==> config.mk <==
export PLATFORM = sky130hd
export DESIGN_NAME = mem_access_unit
export DESIGN_NICKNAME = d
export VERILOG_FILES = /design/src/rtl/mem_access_pkg.sv /design/src/rtl/mem_access_unit_wait_timer.sv /design/src/rtl/mem_access_unit.sv
export SDC_FILE = /design/constraint.sdc
export NUM_CORES = 1
export LEC_CHECK = 0
export ABC_AREA = 1
export BUFFER_PORTS_ARGS = -buffer_cell sky130_fd_sc_hd__clkbuf_2
export CAP_MARGIN = 20
export CELL_PAD_IN_SITES_DETAIL_PLACEMENT = 1
export CELL_PAD_IN_SITES_GLOBAL_PLACEMENT = 1
export CORE_MARGIN = 5
export CORE_UTILIZATION = 35
export CTS_BUF_LIST = sky130_fd_sc_hd__clkbuf_16
export DETAILED_ROUTE_END_ITERATION = 7
export GPL_TIMING_DRIVEN = 0
export HOLD_SLACK_MARGIN = 0.15
export PLACE_DENSITY = 0.89
export SETUP_SLACK_MARGIN = 0.02
export SLEW_MARGIN = 0
export SYNTH_ARGS = -nofsm -noshare
export SYNTH_HDL_FRONTEND = slang
export SYNTH_SLANG_ARGS = --single-unit
export TNS_END_PERCENT = 5
==> constraint.sdc <==
create_clock -name clk -period 2.1 [get_ports clk]
set_clock_uncertainty 0.2 [all_clocks]
set_input_delay 0.21 -clock clk [delete_from_list [all_inputs] [get_ports clk]]
set_output_delay 0.21 -clock clk [all_outputs]
set_load 0.05 [all_outputs]
==> src/rtl/mem_access_pkg.sv <==
// Shared encodings for the memory access unit: FSM states, access kinds
// and the LDR/STR opcodes also used by memory_control.
package mem_access_pkg;

  typedef enum logic [1:0] {
    IDLE   = 2'b00,
    ACCESS = 2'b01,
    RESP   = 2'b10
  } state_e;

  localparam logic [1:0] FETCH   = 2'b00;
  localparam logic [1:0] LOAD    = 2'b01;
  localparam logic [1:0] STORE   = 2'b10;
  localparam logic [1:0] ILLEGAL = 2'b11;

  localparam logic [3:0] OP_LDR = 4'b1101;
  localparam logic [3:0] OP_STR = 4'b1110;

  function automatic logic [1:0] decode_kind(input logic ld, input logic st);
    logic [1:0] kind;
    case ({ld, st})
      2'b10:   kind = LOAD;
      2'b01:   kind = STORE;
      2'b00:   kind = FETCH;
      default: kind = ILLEGAL;
    endcase
    return kind;
  endfunction

endpackage

==> src/rtl/mem_access_unit_wait_timer.sv <==
// Saturating wait-state counter; flags the last allowed cycle before timeout.
module wait_timer #(
  parameter int TIMEOUT = 15
) (
  input  logic clk,
  input  logic rst_n,
  input  logic i_clr,
  input  logic i_en,
  output logic o_expired
);

  localparam logic [7:0] LP_LAST = 8'(TIMEOUT - 1);

  logic [7:0] r_count;

  // Wait counter: clear wins, then saturating increment.
  always_ff @(posedge clk or negedge rst_n) begin
    if (!rst_n) begin
      r_count <= 8'd0;
    end else if (i_clr) begin
      r_count <= 8'd0;
    end else if (i_en && (r_count != 8'hFF)) begin
      r_count <= r_count + 8'd1;
    end else begin
      r_count <= r_count;
    end
  end

  assign o_expired = (r_count == LP_LAST);

endmodule

==> src/rtl/mem_access_unit.sv <==
// Turns one load/store/fetch request into a registered memory handshake and
// returns the result on a back-pressured response channel.
module mem_access_unit
  import mem_access_pkg::*;
#(
  parameter int ADDR_W  = 32,
  parameter int DATA_W  = 32,
  parameter int TIMEOUT = 15
) (
  input  logic              clk,
  input  logic              rst_n,
  input  logic              req_valid,
  output logic              req_ready,
  input  logic              req_ld,
  input  logic              req_st,
  input  logic [ADDR_W-1:0] req_addr,
  input  logic [DATA_W-1:0] req_wdata,
  output logic              mem_cs,
  output logic              mem_we,
  output logic [ADDR_W-1:0] mem_addr,
  output logic [DATA_W-1:0] mem_wdata,
  input  logic [DATA_W-1:0] mem_rdata,
  input  logic              mem_ack,
  output logic              rsp_valid,
  input  logic              rsp_ready,
  output logic [1:0]        rsp_kind,
  output logic [DATA_W-1:0] rsp_rdata,
  output logic              rsp_err
);

  state_e            r_state;
  state_e            w_next_state;
  logic [1:0]        w_kind;
  logic [1:0]        r_kind;
  logic [ADDR_W-1:0] r_addr;
  logic [DATA_W-1:0] r_wdata;
  logic [DATA_W-1:0] r_rsp_rdata;
  logic              r_rsp_err;
  logic              w_expired;
  logic              w_tmr_clr;
  logic              w_tmr_en;

  assign w_kind    = decode_kind(req_ld, req_st);
  assign w_tmr_clr = (r_state != ACCESS);
  assign w_tmr_en  = (r_state == ACCESS) && !mem_ack;

  wait_timer #(.TIMEOUT(TIMEOUT)) u_wait_timer (
    .clk       (clk),
    .rst_n     (rst_n),
    .i_clr     (w_tmr_clr),
    .i_en      (w_tmr_en),
    .o_expired (w_expired)
  );

  // State register.
  always_ff @(posedge clk or negedge rst_n) begin
    if (!rst_n) begin
      r_state <= IDLE;
    end else begin
      r_state <= w_next_state;
    end
  end

  // Next-state logic; an ack on the last allowed cycle takes priority over timeout.
  always_comb begin
    w_next_state = r_state;
    case (r_state)
      IDLE: begin
        if (req_valid) begin
          w_next_state = (w_kind == ILLEGAL) ? RESP : ACCESS;
        end else begin
          w_next_state = IDLE;
        end
      end
      ACCESS: begin
        if (mem_ack || w_expired) begin
          w_next_state = RESP;
        end else begin
          w_next_state = ACCESS;
        end
      end
      RESP: begin
        if (rsp_ready) begin
          w_next_state = IDLE;
        end else begin
          w_next_state = RESP;
        end
      end
      default: w_next_state = IDLE;
    endcase
  end

  // Output decode: depends only on state and captured kind, so reset drops mem_cs at once.
  always_comb begin
    req_ready = 1'b0;
    mem_cs    = 1'b0;
    mem_we    = 1'b0;
    rsp_valid = 1'b0;
    case (r_state)
      IDLE:    req_ready = 1'b1;
      ACCESS: begin
        mem_cs = 1'b1;
        mem_we = (r_kind == STORE);
      end
      RESP:    rsp_valid = 1'b1;
      default: req_ready = 1'b0;
    endcase
  end

  // Request capture and response registers.
  always_ff @(posedge clk or negedge rst_n) begin
    if (!rst_n) begin
      r_addr      <= '0;
      r_wdata     <= '0;
      r_kind      <= FETCH;
      r_rsp_rdata <= '0;
      r_rsp_err   <= 1'b0;
    end else begin
      case (r_state)
        IDLE: begin
          if (req_valid) begin
            r_addr  <= req_addr;
            r_wdata <= req_wdata;
            r_kind  <= w_kind;
            if (w_kind == ILLEGAL) begin
              r_rsp_err   <= 1'b1;
              r_rsp_rdata <= '0;
            end
          end
        end
        ACCESS: begin
          if (mem_ack) begin
            r_rsp_rdata <= (r_kind == STORE) ? '0 : mem_rdata;
            r_rsp_err   <= 1'b0;
          end else if (w_expired) begin
            r_rsp_rdata <= '0;
            r_rsp_err   <= 1'b1;
          end
        end
        default: begin
          r_rsp_rdata <= r_rsp_rdata;
        end
      endcase
    end
  end

  assign mem_addr  = r_addr;
  assign mem_wdata = r_wdata;
  assign rsp_kind  = r_kind;
  assign rsp_rdata = r_rsp_rdata;
  assign rsp_err   = r_rsp_err;

endmodule

# ---- Yosys cells after proc, flatten, opt, wreduce, memory -nomap -nowiden
# Index checks and enable logic that the tools add are counted.
# W data, S select, Z words.
dict set report totals {
  out_inout_bits 103
  elab_cells 53
  ff_bits 109
  input_bits 103
}
dict set report classes {
  eq_ne 12
  n_mux 23
  reduce_logical 10
  addsub 1
}
# operator n
set op_table {}
lappend op_table {{$mux W32} 5}
lappend op_table {{$pmux W32 S2} 1}
lappend op_table {{$mux W8} 2}
lappend op_table {{$pmux W2 S3} 2}
lappend op_table {{$add A8 B1 Y8 const B} 1}
lappend op_table {{$eq A2 B2 Y1 const B} 4}
lappend op_table {{$eq A8 B4 Y1 const B} 1}
lappend op_table {{$mux W1} 8}
lappend op_table {{$mux W2} 4}
lappend op_table {{$ne A8 B8 Y1 const B} 1}
lappend op_table {{$eq A2 B1 Y1 const B} 2}
lappend op_table {{$logic_not A2 Y1} 2}
lappend op_table {{$ne A2 B2 Y1 const B} 2}
lappend op_table {{$reduce_and A4 Y1} 1}
lappend op_table {{$reduce_bool A2 Y1} 2}
lappend op_table {{$ne A3 B3 Y1 const B} 1}
lappend op_table {{$logic_and A1 B1 Y1} 2}
lappend op_table {{$ne A2 B1 Y1 const B} 1}
lappend op_table {{$pmux W1 S2} 1}
lappend op_table {{$reduce_and A2 Y1} 1}
lappend op_table {{$logic_not A1 Y1} 1}
lappend op_table {{$logic_or A1 B1 Y1} 1}

# ---- Longest topological paths before layout
dict set report depth {
  depth_word 6
  depth_mapped 8
  ltp_nobuf 8
}

# ---- Modules after synthesis
# From an unflattened synthesis, not the netlist that was laid out.
dict set report unflattened {
  hier_cells 538
  area_unflattened_um2 4668.2
}
# module instances area_per_inst_um2 cells_each seq_area_each_um2
set modules_own_cells {}
lappend modules_own_cells {mem_access_unit 1 4134.0 458 2527.4}
lappend modules_own_cells {wait_timer 1 534.3 80 200.2}

# ---- Least setup slack after synthesis
# Ideal clock, no wire load.
dict set report synth_path {
  path_type {register -> output}
  start {reg r_kind[1] (netlist: rsp_kind[1])}
  end {out mem_we}
  path_stages_with_launch 3
  arrival_ns 1.851
  path_buffers 0
  required_ns 1.690
  setup_slack_ns -0.161
  path_cell_list {dfrtp_1 inv_1 nor3_1}
}
dict set report synth_between {
  elab_chain_len 2
}
# item line
set synth_lines {}
lappend synth_lines {{start: declaration} mem_access_unit.sv:34} ;# logic [1:0] r_kind;
lappend synth_lines {{start signal: assignment} mem_access_unit.sv:124} ;# r_kind <= w_kind;
lappend synth_lines {{$eq A2 B2 Y1} mem_access_unit.sv:103} ;# mem_we = (r_kind == STORE);
lappend synth_lines {{$mux W1} mem_access_unit.sv:99} ;# case (r_state)
lappend synth_lines {{end: declaration} mem_access_unit.sv:19} ;# output logic mem_we,
# No other way between the ends.

# ---- Worst setup path in the final report
dict set report layout_path {
  start {reg r_state[1]}
  end {out mem_cs}
}
dict set report layout_between {
  elab_chain_len 2
}
# item line
set layout_lines {}
lappend layout_lines {{start: declaration} mem_access_unit.sv:31} ;# state_e r_state;
lappend layout_lines {{start signal: assignment} mem_access_unit.sv:60} ;# r_state <= w_next_state;
lappend layout_lines {{$eq A2 B1 Y1} mem_access_unit.sv:99}
lappend layout_lines {{$mux W1} mem_access_unit.sv:99}
lappend layout_lines {{end: declaration} mem_access_unit.sv:18} ;# output logic mem_cs,
# No other way between the ends.

==> results.sh <==
export IMPL_status="finished, final reports clean"
export IMPL_die_area_sq_mm=0.0150
export IMPL_cp_slowest_cell="dfrtp_1"
export IMPL_postRouteAntennaNets=0
export IMPL_synth_flop_cell="dfrtp_1"
export IMPL_drive_gt1_frac=0.442
export IMPL_yosysWarningCount=0
export IMPL_seq_area_frac_synth=0.616
export IMPL_fillerInstances=1438
export IMPL_synth_most_common_cell="nand2_1"
export IMPL_wire_per_inst_um=19.4
export IMPL_totalPowerFinal_mw=11.9
export IMPL_h_tree_depth=3
export IMPL_cts_tree="done"
export IMPL_ys_types=22
export IMPL_fin_nets=797
export IMPL_synth_top_cells_by_count="nand2_1 (119), dfrtp_1 (109), mux2_2 (48)"
export IMPL_layout_min_cycle_time_ns=1.99
export IMPL_fp_dieW_um=122
export IMPL_path_clk_slew_ns=0.07
export IMPL_area_growth_pct=58.2
export IMPL_grt_antenna_before_repair=2
export IMPL_end_kind="output pin"
export IMPL_critPathKind="flip-flop to output pin"
export IMPL_core_sq_mm=0.0125
export IMPL_crit_family="buffers and inverters"
export IMPL_cts_root_buffer="clkbuf_16"
export IMPL_finalHoldViolCount=0
export IMPL_grt_pass1_wl_um=26300
export IMPL_setup_violations=0
export IMPL_arrival_ns=1.58
export IMPL_required_ns=1.69
export IMPL_cts_buffers=9
export IMPL_slew_headroom=0.407
export IMPL_powerDensity_mw_per_mm2=1700
export IMPL_yosys_area_top_type="dfrtp_1"
export IMPL_peakVddDrop_mv=0.976
export IMPL_critPathMaxFanout=10
export IMPL_drt_pass1_iterations=4
export IMPL_place_gp_congestion=0.782
export IMPL_io_buffers=205
export IMPL_fin_cells=871
export IMPL_die_h_um=122
export IMPL_totalWireLength_um=16900
export IMPL_cts_sinks=109
export IMPL_path_buf_inv=4
export IMPL_grt_pass1_vias=4831
export IMPL_dr_total_vias=4022
export IMPL_finalMaxSlewViolations=0
export IMPL_syn_area_per_cell_sq_um=11.9
export IMPL_max_freq_mhz=502
export IMPL_synth_edf_count=0
export IMPL_drt_iter0_markers=145
export IMPL_clk_latency_ns=0.34
export IMPL_setup_tns_ns=0
export IMPL_syn_cell_area_sq_mm=0.00443
export IMPL_worst_pin_slew_ns=0.889
export IMPL_rsz0062_at_grt="no"
export IMPL_syn_nets=477
export IMPL_hold_ws_ns=0.186
export IMPL_cp_start_kind="flip-flop"
export IMPL_drc=0
export IMPL_cap_violations=0
export IMPL_ys_ff_latch=109
export IMPL_pin_count=206
export IMPL_dpl_hpwl_um=9910
export IMPL_async_flop_share=1.00
export IMPL_grt_max_degree=110
export IMPL_dp_cells=749
export IMPL_synth_area_leaders="dfrtp_1 (62%), mux2_2 (12%), nand2_1 (10%), mux2_4 (5.8%), nand3_1 (1.9%)"
export IMPL_path_cells="inv_1, nand2_2, inv_2, buf_2, clkbuf_4"
export IMPL_rows=41
export IMPL_via_per_inst=4.62
export IMPL_initial_core_util=0.354
export IMPL_slowest_delay_ns=0.41
export IMPL_hold_path_class="input pin to flip-flop"
export IMPL_synth_top_area_share=0.616
export IMPL_grt_total_usage=0.233
export IMPL_overflow=0
export IMPL_post_route_period_util=0.949
export IMPL_leakagePower_nw=3.68
export IMPL_syn_inst=372
export IMPL_clockBufferDepth=2
layer usage:
layer	global-route usage	routed length, um	up-vias
met2	0.449	9420	157
met3	0.0571	939	51
met5	0	0	-
met4	0.114	699	0
li1	-	-	1844
met1	0.230	5810	1970
tightest hold or removal path, cell delays in order:
cell and delay [ns]:
clkbuf_2 0.11, nand2_1 0.06, o21ai_0 0.14, nand3_1 0.12, nand2_1 0.05
cells by family (layout without fill, tap and decap cells):
logic type	count (synthesis)	count (layout)	synth area share
DFF	109	109	0.616
and+or+nand+nor	156	156	0.144
buffers and inverters	28	353	0.0387
xor gates and xnor gates	1	1	0.00198
muxes	65	65	0.180
AOI/OAI and AO/OA	11	11	0.0138
other	0	2	0
adders and majority gates	2	2	0.00565
power by group:
| group | internal [mW] | total, mW | switching (mW) | leakage [nW] |
|---|---|---|---|---|
| Clock | 0.797 | 1.57 | 0.773 | 0.124 |
| Sequential | 3.01 | 3.64 | 0.627 | 1.35 |
| Combinational | 1.83 | 6.68 | 4.85 | 2.21 |
sequential cells by signal (all words and copies together), names as in the netlist:
register / count
mem_addr: 32
rsp_rdata: 32
rsp_err: 1
mem_wdata: 32
rsp_kind: 2
u_wait_timer.r_count: 8
r_state: 2
layout make-up:
class | count | area (sq um) | area share
plain buffers | 15 | 123 | 0.0175
flip-flops and latches | 109 | 2730 | 0.389
diodes | 2 | 5.00 | 0.000715
clock buffers | 9 | 225 | 0.0322
multi-input cells | 235 | 1540 | 0.220
clock inverters | 7 | 42.5 | 0.00607
inverters | 13 | 48.8 | 0.00697
well taps | 172 | 215 | 0.0307
repair buffers | 309 | 2080 | 0.297
repair_timing:
item / in CTS / in global routing
buffers inserted: 0 / 0
resized for setup: 0 / 3
hold buffers: 104 / 0
setup endpoints to repair: 0 / 3
endpoints found under the hold margin: 211 / 0
through the flow:
step / cell area [sq um] / utilization / setup WS, ns
final: 7000 / 0.560 / 0.108
after global routing: 7000 / 0.560 / 0.0282
after CTS: 6990 / 0.559 / 0.0358
after detailed placement: 5680 / 0.454 / 0.283
after global placement: 5670 / 0.453 / -0.813
after floorplan: 4430 / - / 0.240
cells in the final DEF, fill, tap and decap left out, types with 3 or more instances in the layout:
cell type and count:
o21ai_0 6, dlygate4sd3_1 104, nand2_2 3, buf_2 5, a21oi_1 3, nor2_1 11, nand2_1 119, mux2_2 48
buf_6 6, dfrtp_1 109, mux2_4 17, clkbuf_16 9, nand3_1 17, buf_4 4, clkinvlp_4 3, clkbuf_2 203
inv_1 13, nor2_4 3
worst paths after layout:
path / start / endpoint / slack [ns] / depth (start not counted)
worst max-delay path: r_state[1] / mem_cs / 0.11 / 5
worst min-delay path: req_valid / rsp_err / 0.19 / 5
worst max register to register: r_state[1] / rsp_rdata[31] / 0.12 / 8
worst min register to register: rsp_rdata[11] / rsp_rdata[11] / 0.28 / 2
max in group asynchronous: rst_n / u_wait_timer.r_count[0] / 0.70 / 2
min in group asynchronous: rst_n / rsp_rdata[11] / 0.32 / 2
(Power assumes the default switching activity.)
